==> config.mk <==
export PLATFORM = sky130hd
export DESIGN_NAME = ram_write_sequencer_flat
export DESIGN_NICKNAME = d
export VERILOG_FILES = /design/src/rtl/ram_write_sequencer_if.sv /design/src/rtl/ram_write_sequencer.sv /design/src/flat_wrapper.sv
export SDC_FILE = /design/constraint.sdc
export NUM_CORES = 1
export LEC_CHECK = 0
export CAP_MARGIN = 0
export CORE_ASPECT_RATIO = 0.7
export CORE_MARGIN = 1
export CORE_UTILIZATION = 40
export DETAILED_ROUTE_END_ITERATION = 12
export HOLD_SLACK_MARGIN = 0.03
export PLACE_DENSITY = 0.8
export SYNTH_ARGS = -nofsm -noshare
export SYNTH_HDL_FRONTEND = slang
export SYNTH_SLANG_ARGS = --single-unit
==> constraint.sdc <==
create_clock -name clk -period 5.8 [get_ports clk]
set_input_delay 0.58 -clock clk [delete_from_list [all_inputs] [get_ports clk]]
set_output_delay 0.58 -clock clk [all_outputs]
set_load 0.01 [all_outputs]
==> src/rtl/ram_write_sequencer_if.sv <==
// ram_write_sequencer_if: pixel stream in, per-block RAM write strobes out
interface ram_write_sequencer_if;
  logic        in_valid;
  logic        in_sof;
  logic [23:0] in_data;
  logic [23:0] ram_data;
  logic [3:0]  block_number;
  logic [6:0]  pixel_number;
  logic        block_write_enable;
  logic [7:0]  wslice_cnt;
  logic        SOF;
  logic        EOS;
  modport master (
    output in_valid, in_sof, in_data,
    input  ram_data, block_number, pixel_number, block_write_enable, wslice_cnt, SOF, EOS
  );
  modport slave (
    input  in_valid, in_sof, in_data,
    output ram_data, block_number, pixel_number, block_write_enable, wslice_cnt, SOF, EOS
  );
endinterface

==> src/rtl/ram_write_sequencer.sv <==
// ram_write_sequencer: maps a flat pixel stream onto block/pixel/slice write strobes
module ram_write_sequencer #(
  parameter int BLOCKS = 15,
  parameter int PIXELS = 80,
  parameter int SLICES = 128
) (
  input  logic                        clk,
  input  logic                        nrst,
  ram_write_sequencer_if.slave        wr,
  input  logic                        rslice_step,
  input  logic                        rslice_clr,
  input  logic                        err_clr,
  output logic [7:0]                  rslice_cnt,
  output logic                        err_resync,
  output logic                        err_overrun
);
  localparam logic [6:0] P_LAST = 7'(PIXELS - 1);
  localparam logic [3:0] B_LAST = 4'(BLOCKS - 1);
  localparam logic [7:0] S_LAST = 8'(SLICES - 1);
  typedef enum logic [1:0] {IDLE, STREAM, DONE} state_t;
  state_t     state;
  logic [6:0] pix, wp;
  logic [3:0] blk, wb;
  logic [7:0] slc, ws;
  logic       restart, accept, overrun, resync, eos, frame_end;
  // wp/wb/ws is where the current pixel lands; an in_sof pixel always lands at 0/0/0
  always_comb begin
    restart   = wr.in_valid & wr.in_sof;
    accept    = wr.in_valid & (wr.in_sof | state == STREAM);
    overrun   = wr.in_valid & ~wr.in_sof & state != STREAM;
    resync    = restart & state == STREAM & (pix != '0 | blk != '0 | slc != '0);
    wp        = restart ? '0 : pix;
    wb        = restart ? '0 : blk;
    ws        = restart ? '0 : slc;
    eos       = wp == P_LAST & wb == B_LAST;
    frame_end = eos & ws == S_LAST;
  end
  always_ff @(posedge clk) begin
    if (!nrst) begin
      state                 <= IDLE;
      pix                   <= '0;
      blk                   <= '0;
      slc                   <= '0;
      wr.ram_data           <= '0;
      wr.block_number       <= '0;
      wr.pixel_number       <= '0;
      wr.wslice_cnt         <= '0;
      wr.block_write_enable <= 1'b0;
      wr.SOF                <= 1'b0;
      wr.EOS                <= 1'b0;
      err_resync            <= 1'b0;
      err_overrun           <= 1'b0;
      rslice_cnt            <= '0;
    end else begin
      wr.block_write_enable <= accept;
      wr.SOF                <= restart;
      wr.EOS                <= accept & eos;
      if (accept) begin
        wr.ram_data     <= wr.in_data;
        wr.block_number <= wb;
        wr.pixel_number <= wp;
        wr.wslice_cnt   <= ws;
        pix             <= wp == P_LAST ? '0 : wp + 7'd1;
        blk             <= wp == P_LAST ? (wb == B_LAST ? '0 : wb + 4'd1) : wb;
        slc             <= eos ? (frame_end ? '0 : ws + 8'd1) : ws;
        state           <= frame_end ? DONE : STREAM;
      end
      err_overrun <= overrun | (err_overrun & ~err_clr);
      err_resync  <= resync | (err_resync & ~err_clr);
      rslice_cnt  <= rslice_clr ? '0 : rslice_step ? (rslice_cnt == S_LAST ? '0 : rslice_cnt + 8'd1) : rslice_cnt;
    end
  end
endmodule

==> src/flat_wrapper.sv <==
// flat-port wrapper written by rule: the top's interface ports become plain ports
module ram_write_sequencer_flat 
#(
  parameter int BLOCKS = 15,
  parameter int PIXELS = 80,
  parameter int SLICES = 128
)
  (clk, nrst, rslice_step, rslice_clr, err_clr, rslice_cnt, err_resync, err_overrun, wr_in_valid, wr_in_sof, wr_in_data, wr_ram_data, wr_block_number, wr_pixel_number, wr_block_write_enable, wr_wslice_cnt, wr_SOF, wr_EOS);
  ram_write_sequencer_if wr_i ();
  input  logic clk;
  input  logic nrst;
  input  logic rslice_step;
  input  logic rslice_clr;
  input  logic err_clr;
  output logic [7:0] rslice_cnt;
  output logic err_resync;
  output logic err_overrun;
  input wire logic [$bits(wr_i.in_valid)-1:0] wr_in_valid;
  input wire logic [$bits(wr_i.in_sof)-1:0] wr_in_sof;
  input wire logic [$bits(wr_i.in_data)-1:0] wr_in_data;
  output wire logic [$bits(wr_i.ram_data)-1:0] wr_ram_data;
  output wire logic [$bits(wr_i.block_number)-1:0] wr_block_number;
  output wire logic [$bits(wr_i.pixel_number)-1:0] wr_pixel_number;
  output wire logic [$bits(wr_i.block_write_enable)-1:0] wr_block_write_enable;
  output wire logic [$bits(wr_i.wslice_cnt)-1:0] wr_wslice_cnt;
  output wire logic [$bits(wr_i.SOF)-1:0] wr_SOF;
  output wire logic [$bits(wr_i.EOS)-1:0] wr_EOS;
  assign wr_i.in_valid = wr_in_valid;
  assign wr_i.in_sof = wr_in_sof;
  assign wr_i.in_data = wr_in_data;
  assign wr_ram_data = wr_i.ram_data;
  assign wr_block_number = wr_i.block_number;
  assign wr_pixel_number = wr_i.pixel_number;
  assign wr_block_write_enable = wr_i.block_write_enable;
  assign wr_wslice_cnt = wr_i.wslice_cnt;
  assign wr_SOF = wr_i.SOF;
  assign wr_EOS = wr_i.EOS;
  ram_write_sequencer #(.BLOCKS(BLOCKS), .PIXELS(PIXELS), .SLICES(SLICES)) u_core (.clk(clk), .nrst(nrst), .wr(wr_i), .rslice_step(rslice_step), .rslice_clr(rslice_clr), .err_clr(err_clr), .rslice_cnt(rslice_cnt), .err_resync(err_resync), .err_overrun(err_overrun));
endmodule
# ---- Yosys cells after proc, flatten, opt, wreduce, memory -nomap -nowiden
# Index checks and enable logic that the tools add are counted.
# W data, S select, Z words.
dict set report word_totals {
  in_bits 31
  regBits 77
  output_inout_bits 56
  wordCells 57
}
dict set report classes {
  eq_ne 6
  n_addsub 4
  mux 10
  n_bitwise 19
  n_reduce_logical 4
}
# cell count
set op_table {}
lappend op_table {{$mux W8} 4}
lappend op_table {{$add A8 B1 Y8 const B} 2}
lappend op_table {{$eq A8 B7 Y1 const B} 2}
lappend op_table {{$mux W7} 2}
lappend op_table {{$mux W4} 3}
lappend op_table {{$and A1 B1 Y1} 11}
lappend op_table {{$reduce_bool A8 Y1} 1}
lappend op_table {{$add A7 B1 Y7 const B} 1}
lappend op_table {{$eq A7 B7 Y1 const B} 1}
lappend op_table {{$reduce_bool A7 Y1} 1}
lappend op_table {{$or A1 B1 Y1} 5}
lappend op_table {{$add A4 B1 Y4 const B} 1}
lappend op_table {{$eq A4 B4 Y1 const B} 1}
lappend op_table {{$reduce_bool A4 Y1} 1}
lappend op_table {{$not A1 Y1} 3}
lappend op_table {{$eq A2 B1 Y1 const B} 1}
lappend op_table {{$mux W2} 1}
lappend op_table {{$ne A2 B1 Y1 const B} 1}
lappend op_table {{$reduce_or A2 Y1} 1}

# ---- Logic depth before layout (Yosys ltp)
# Gate-level depths: netlist of run 1.
dict set report depth {
  word_depth 7
  mapped_depth 10
  mapped_depth_nobuf 9
}

# ---- Worst setup path before layout of run 1
# OpenSTA, ideal clock, no wires.
dict set report synth_path {
  kind {input port to flip-flop}
  start {input port wr_in_valid}
  end {register u_core.slc[5]}
  t_required_ns 5.705
  setup_ns 0.095
  arrival_ns 2.621
  path_stages 10
  path_buffers 2
  slack_ns 3.084
  path_cell_list {buf_2 > nand2_1 > clkbuf_1 > and2_1 > ha_1 > nand3_2 > or4_4 > nor4_2 > o2111ai_1 > o311ai_1}
}
dict set report synth_between {
  elab_chain_cells 7
  word_cells_on_any_way 13
  classes_between {add/sub (1); eq/ne (3); mux (5); bitwise (4)}
}
# element line
set synth_rtl {}
lappend synth_rtl {{start, declared} flat_wrapper.sv:18} ;# input wire logic [$bits(wr_i.in_valid)-1:0] wr_in_valid;
lappend synth_rtl {{$and A1 B1 Y1 *} ram_write_sequencer.sv:28} ;# restart = wr.in_valid & wr.in_sof;
lappend synth_rtl {{$mux W7 *} ram_write_sequencer.sv:32} ;# wp = restart ? '0 : pix;
lappend synth_rtl {{named net u_core.wp[1]} ram_write_sequencer.sv:22} ;# logic [6:0] pix, wp;
lappend synth_rtl {{$eq A7 B7 Y1 *} ram_write_sequencer.sv:35} ;# eos = wp == P_LAST & wb == B_LAST;
lappend synth_rtl {{$and A1 B1 Y1 *} ram_write_sequencer.sv:35}
lappend synth_rtl {{$and A1 B1 Y1} ram_write_sequencer.sv:36} ;# frame_end = eos & ws == S_LAST;
lappend synth_rtl {{$mux W8} ram_write_sequencer.sv:65} ;# slc <= eos ? (frame_end ? '0 : ws + 8'd1) : ws;
lappend synth_rtl {{$mux W8 *} ram_write_sequencer.sv:65}
lappend synth_rtl {{end signal, assigned} ram_write_sequencer.sv:65}
lappend synth_rtl {{end, declared} ram_write_sequencer.sv:24} ;# logic [7:0] slc, ws;
# Mark *: on every way through the listed nets, which the timed path passes. The rest lies on a longest branch.
# A chain may end at the register's enable or synchronous reset.

# ---- Worst setup path after layout of run 1
dict set report layout_path {
  start {input port wr_in_sof}
  end {register u_core.slc[4]}
}
dict set report layout_between {
  elab_chain_cells 7
  word_cells_on_any_way 14
  classes_between {add/sub (1); eq/ne (3); mux (5); bitwise (5)}
}
# element line
set layout_rtl {}
lappend layout_rtl {{start, declared} flat_wrapper.sv:19} ;# input wire logic [$bits(wr_i.in_sof)-1:0] wr_in_sof;
lappend layout_rtl {{$and A1 B1 Y1 *} ram_write_sequencer.sv:28}
lappend layout_rtl {{$mux W7 *} ram_write_sequencer.sv:32}
lappend layout_rtl {{named net u_core.wp[0]} ram_write_sequencer.sv:22}
lappend layout_rtl {{$eq A7 B7 Y1 *} ram_write_sequencer.sv:35}
lappend layout_rtl {{$and A1 B1 Y1 *} ram_write_sequencer.sv:35}
lappend layout_rtl {{$and A1 B1 Y1} ram_write_sequencer.sv:36}
lappend layout_rtl {{$mux W8} ram_write_sequencer.sv:65}
lappend layout_rtl {{$mux W8 *} ram_write_sequencer.sv:65}
# Marks and branches as above.

==> flow_metrics.env, run 1 <==
export IMPL_grt_pass1_vias=2935
export IMPL_place_congestion=0.882
export IMPL_drc=0
export IMPL_fin_area_um2=4540
export IMPL_dieArea_um2=8590
export IMPL_slew_viol_final=0
export IMPL_synth_cell_types=47
export IMPL_min_delay_start="u_core.wr.wslice_cnt[6]"
export IMPL_cts_sinks=77
export IMPL_start_util_pct=41.6
export IMPL_power_leakage_uw=0.00156
export IMPL_cts_hold_buf=0
export IMPL_port_buffers=86
export IMPL_worst_slew_pin_slew_ps=1180
export IMPL_path_class="input port to register"
export IMPL_synth_edff_count=0
export IMPL_via_per_inst=5.46
export IMPL_post_cts_buffers=0
export IMPL_nFillCells=739
export IMPL_ir_worst_vdd_uv=242
export IMPL_cts_made_buffers=9
export IMPL_synth_top_area_share_pct=46.9
export IMPL_core_area_um2=7910
export IMPL_routedWlPerCell_um=14.5
export IMPL_die_width_um=110
export IMPL_root_buffer="clkbuf_16"
export IMPL_postSynth_topFlopCell="dfxtp_1"
export IMPL_ys_seq_area_share_pct=46.9
export IMPL_drt_initial_drc_count=199
export IMPL_fin_worst_skew_ps=4.64
export IMPL_dr_pass1_iters=5
export IMPL_synth_warning_count=0
export IMPL_fmax_ghz=0.299
export IMPL_clock_power_share_pct=49.6
export IMPL_die_h_um=77.9
export IMPL_cts_clk_slew_worst_paths_ps=50
export IMPL_p_seq_share_pct=42.1
export IMPL_cp_arrival_ps=3580
export IMPL_routed_wl_mm=8.51
export IMPL_relSlewSlack_pct=21.4
export IMPL_critPathLaunchType="input port"
export IMPL_avgSynthCellArea_um2=8.00
export IMPL_timing_rr_start="u_core.pix[0]"
export IMPL_syn_num_nets=445
export IMPL_worstPathMaxFanout=21
export IMPL_pwr_density_cell_nw_per_um2=287
export IMPL_p_int_uw=1020
export IMPL_n_antenna_cell=0
export IMPL_syn2layout_area_growth_pct=38.1
export IMPL_hold_viol_final=0
export IMPL_dpl_instance_area_um2=4190
export IMPL_synth_top_cell_by_area="dfxtp_1"
export IMPL_nNetsFinal=516
export IMPL_io_pins=87
export IMPL_preCtsSetupSlack_ps=2130
export IMPL_rows=27
export IMPL_ctsResizeCount=0
export IMPL_clk_path_buf_depth=2
export IMPL_finalWorstPathRequiredPeriod_ps=3350
export IMPL_grt_pass1_wl_mm=14.1
export IMPL_cts_tree="built"
export IMPL_drive_above_1_share_pct=7.19
export IMPL_fin_crit_sh_pct=57.8
export IMPL_synthCells=411
export IMPL_ys_ff_latch=77
export IMPL_maxCapViolCount=0
export IMPL_ant_nets=0
export IMPL_status="complete, no violations"
export IMPL_grt_usage_pct=21.2
export IMPL_rsz0062_at_grt="false"
export IMPL_num_vias=3208
export IMPL_place_hpwl_mm=5.69
export IMPL_syn_area_um2=3290
export IMPL_grt_max_degree=71
export IMPL_timing_final_ws_setup_ps=2450
export IMPL_tns_ps=0
export IMPL_async_flop_share_pct=0
export IMPL_min_path_type="register to register"
export IMPL_cp_startpoint="wr_in_sof"
export IMPL_cts_max_level=3
export IMPL_switching_share_pct=21.5
export IMPL_synth_top_cells_by_area="dfxtp_1, nand2_1, a21oi_1, nor2_1, o21ai_0"
export IMPL_crit_path_end_kind="register"
export IMPL_p_sw_uw=280
export IMPL_antenna_found_initial=0
export IMPL_grt_ovfl_total=0
export IMPL_worstPathRequired_ps=6030
export IMPL_combPwrFrac_pct=8.3
export IMPL_clk_latency_ps=340
export IMPL_finalSetupViolCount=0
-- worst max-delay path, cell delays in order --
cell             delay, ps
clkdlybuf4s50_1        600
nand2_1                590
nand2_1                180
inv_1                   90
ha_1                   210
nand3_2                150
or4_4                  590
nor3_1                 210
a21oi_1                 90
a311oi_1               260
-- routing by layer --
metal	routed length (µm)	GRT usage, %	vias to the layer above
li1	-	-	1573
met2	3760	32.1	125
met3	898	10.0	14
met4	146	7.89	0
met5	0	0	-
met1	3710	26.0	1496
-- power by group through the flow --
stage | sequential [µW] | combinational [µW] | clock [µW]
2_1_floorplan | 565 | 48.5 | 0
3_3_place_gp | 560 | 106 | 0
3_5_place_dp | 560 | 108 | 0
4_1_cts | 549 | 109 | 661
5_1_grt | 550 | 120 | 682
6_report | 549 | 109 | 646
-- path summary, 6_finish.rpt --
check / endpoint / cells past startpoint / slack, ps
setup reg to reg: u_core.slc[4] / 8 / 3560
setup / recovery: u_core.slc[4] / 10 / 2450
hold reg to reg: u_core.wr.wslice_cnt[6] / 2 / 450
hold / removal: u_core.wr.wslice_cnt[6] / 2 / 450
-- cells in the final DEF (no fill, tap or decap), types with 3 or more instances in the layout --
cell / count
nand2_1: 90
clkdlybuf4s50_1: 86
dfxtp_1: 77
a21oi_1: 56
nor2_1: 29
o21ai_0: 20
nand3_1: 16
clkbuf_16: 9
a31oi_1: 8
nor4_1: 8
and2_1: 7
nand4_1: 7
inv_1: 6
nor3_1: 4
xnor2_1: 4
a21bo_2: 3
o21a_1: 3
a22oi_1: 3
a311oi_1: 3
xor2_1: 3
ha_1: 3
bufinv_16: 3
buf_4: 3
-- flip-flops by register name, indices dropped and copies added (netlist names), 2 cells and up --
register                flops
u_core.wr.block_number      4
u_core.wr.pixel_number      7
u_core.pix                  7
u_core.wr.wslice_cnt        8
u_core.wr.ram_data         24
u_core.blk                  4
u_core.state                2
u_core.slc                  8
u_core.rslice_cnt           8
-- synthesized netlist by cell type, drive strengths merged (2+ instances only) --
library cell and count:
and2 7, buf 8, ha 3, xor2 3, nand3 17, inv 6, nor2b 2, or4b 2
a21oi 56, or4 2, dfxtp 77, nor2 29, nand2b 2, o21a 3, a22oi 3, or2 2
a311oi 3, o21ai 22, clkbuf 21, o22ai 2, nor3 6, nand4 7, or3 2, a21bo 3
a31oi 8, xnor2 4, nor4 11, nand2 91
-- kinds of logic after synthesis --
| kind of cell | count (synthesis) | share of synthesized area (%) |
|---|---|---|
| DFF | 77 | 46.9 |
| and+or+nand+nor | 185 | 27.9 |
| xor gates and xnor gates | 7 | 1.86 |
| adders and majority gates | 3 | 1.14 |
| muxes | 1 | 0.304 |
| AOI/OAI and AO/OA | 103 | 17.6 |
| buffers and inverters | 35 | 4.26 |
-- stage by stage --
stage | cells | utilization, % | total power (µW) | hold WS [ps]
global placement | 572 | 53.0 | 666 | 441
finish | 588 | 57.4 | 1300 | 451
floorplan | 411 | - | 613 | 443
global route | 588 | 57.4 | 1350 | 466
CTS | 588 | 57.4 | 1320 | 453
detailed placement | 572 | 53.0 | 669 | 442
-- area by class of cell --
type / count / area, µm² / share of cell area, %
repair buffers: 89 / 883 / 19.5
flip-flops and latches: 77 / 1540 / 34.0
well taps: 101 / 126 / 2.78
inverters: 6 / 22.5 / 0.496
multi-input cells: 299 / 1620 / 35.6
clock inverters: 6 / 109 / 2.40
clock buffers: 10 / 239 / 5.26
(Power assumes the default switching activity.)
==> inputs of run 2 (changes only) <==
--- a/config.mk
+++ b/config.mk
@@ -11,7 +11,7 @@
 export CORE_UTILIZATION = 40
 export DETAILED_ROUTE_END_ITERATION = 12
 export HOLD_SLACK_MARGIN = 0.03
-export PLACE_DENSITY = 0.8
+export PLACE_DENSITY = 0.83
 export SYNTH_ARGS = -nofsm -noshare
 export SYNTH_HDL_FRONTEND = slang
 export SYNTH_SLANG_ARGS = --single-unit
==> constraint.sdc (replaced) <==
create_clock -name clk -period 2.96 [get_ports clk]
set_input_delay 0.296 -clock clk [delete_from_list [all_inputs] [get_ports clk]]
set_output_delay 0.296 -clock clk [all_outputs]
set_load 0.01 [all_outputs]
==> flow_metrics.env, run 2 (same netlist as run 1, synthesis figures left out) <==
export IMPL_status="complete, no violations"
export IMPL_cp_slowest_cell="or4b_1"
export IMPL_max_stage_delay_ps=480
export IMPL_place_congestion=0.908
export IMPL_dr_pass1_iters=5
export IMPL_clk_path_buf_depth=2
export IMPL_ir_worst_vdd_uv=399
export IMPL_via_per_inst=5.44
export IMPL_crit_path_end_kind="register"
export IMPL_io_pins=87
export IMPL_post_cts_buffers=0
export IMPL_ctsResizeCount=0
export IMPL_drt_initial_drc_count=255
export IMPL_critPathLaunchType="input port"
export IMPL_antenna_found_initial=0
export IMPL_slew_viol_final=0
export IMPL_layout_commonest_cell="nand2_1"
export IMPL_fin_area_um2=4550
export IMPL_cts_max_level=3
export IMPL_power_leakage_uw=0.00156
export IMPL_cp_arrival_ps=2610
export IMPL_fmax_ghz=0.427
export IMPL_port_buffers=86
export IMPL_worst_slew_pin_slew_ps=721
export IMPL_core_area_um2=7910
export IMPL_clk_latency_ps=350
export IMPL_grt_max_degree=41
export IMPL_dieArea_um2=8590
export IMPL_cts_made_buffers=9
export IMPL_drc=0
export IMPL_grt_ovfl_total=0
export IMPL_top_register="u_core.wr.ram_data"
export IMPL_stdcell_count=597
export IMPL_fin_crit_sh_pct=79.2
export IMPL_cts_tree="built"
export IMPL_num_vias=3247
export IMPL_maxCapViolCount=0
export IMPL_cts_sinks=77
export IMPL_grt_pass1_vias=3087
export IMPL_rsz0062_at_grt="false"
export IMPL_dp_cells=581
export IMPL_worstPathMaxFanout=6
export IMPL_power_uw=2330
export IMPL_largest_register_ffs=24
export IMPL_root_buffer="clkbuf_16"
export IMPL_crit_chain="clkdlybuf4s50_1 > nand2_1 > and2_1 > ha_1 > nand3_2 > nor4b_4 > nand2_2 > or4b_1 > a21oi_1"
export IMPL_n_antenna_cell=0
export IMPL_pwr_density_cell_nw_per_um2=512
export IMPL_nNetsFinal=525
export IMPL_cts_hold_buf=0
export IMPL_die_width_um=110
export IMPL_fin_worst_skew_ps=4.97
export IMPL_relSlewSlack_pct=51.7
export IMPL_finalSetupViolCount=0
export IMPL_tns_ps=0
export IMPL_ant_nets=0
export IMPL_grt_pass1_wl_mm=14.5
export IMPL_syn2layout_area_growth_pct=38.4
export IMPL_die_h_um=77.9
export IMPL_routed_wl_mm=8.76
export IMPL_hold_viol_final=0
export IMPL_place_hpwl_mm=6.07
export IMPL_worstPathRequired_ps=3230
export IMPL_min_path_type="register to register"
export IMPL_cts_clk_slew_worst_paths_ps=60
export IMPL_final_cell_mix="nand2_1, clkdlybuf4s50_1, dfxtp_1"
export IMPL_finalWorstPathRequiredPeriod_ps=2340
export IMPL_dpl_instance_area_um2=4270
export IMPL_rows=27
export IMPL_path_class="input port to register"
export IMPL_grt_usage_pct=22.3
export IMPL_start_util_pct=41.6
export IMPL_drive_above_1_share_pct=8.47
export IMPL_routedWlPerCell_um=14.7
[run 2: changes by cell type in the layout (fill, tap and decap cells not counted), sizes merged]
cell and change:
buf +9, clkinv -1, clkinvlp +2, bufinv -3, clkbuf +3, inv -1
[run 2: area by class of cell]
cell class              count  area (µm²)
clock buffers              13         260
clock inverters             3        20.0
well taps                 101         126
multi-input cells         299        1620
repair buffers             98         963
flip-flops and latches     77        1540
inverters                   6        22.5
fillers                   720        3350
[run 2: worst max-delay path: cells and delay by family]
family | cells | cell delay [ps]
buf+inv | 1 | 420
simple gates | 6 | 1510
fa+ha+maj | 1 | 220
compound gates | 1 | 160
[run 2: metal layers]
metal / track usage, % / share of wire, %
met1: 26.8 / 42
met4: 10.9 / 2.7
met2: 32.5 / 43
met3: 11.3 / 12
met5: 0 / 0
[run 2: worst paths after layout]
path                                                 to               startpoint  cells after the start  slack [ps]
worst max-delay path                      u_core.blk[3]              wr_in_valid                      9         620
worst min register to register  u_core.wr.wslice_cnt[4]  u_core.wr.wslice_cnt[4]                      2         450
worst min-delay path            u_core.wr.wslice_cnt[4]  u_core.wr.wslice_cnt[4]                      2         450
worst max register to register            u_core.blk[3]            u_core.pix[0]                      8         690
[run 2: per-stage QoR]
stage / setup slack [ps] / hold WS (ps) / util, %
5_1_grt: 468 / 471 / 57.6
3_3_place_gp: 384 / 441 / 54.0
4_1_cts: 649 / 453 / 57.6
2_1_floorplan: 528 / 432 / -
6_report: 617 / 447 / 57.6
3_5_place_dp: 311 / 445 / 54.0
[run 2: report_power, final]
group          switching [µW]  internal [µW]  total (µW)
Clock                     417            612        1030
Sequential               14.4           1060        1080
Combinational             117            108         225
Total                     548           1780        2330
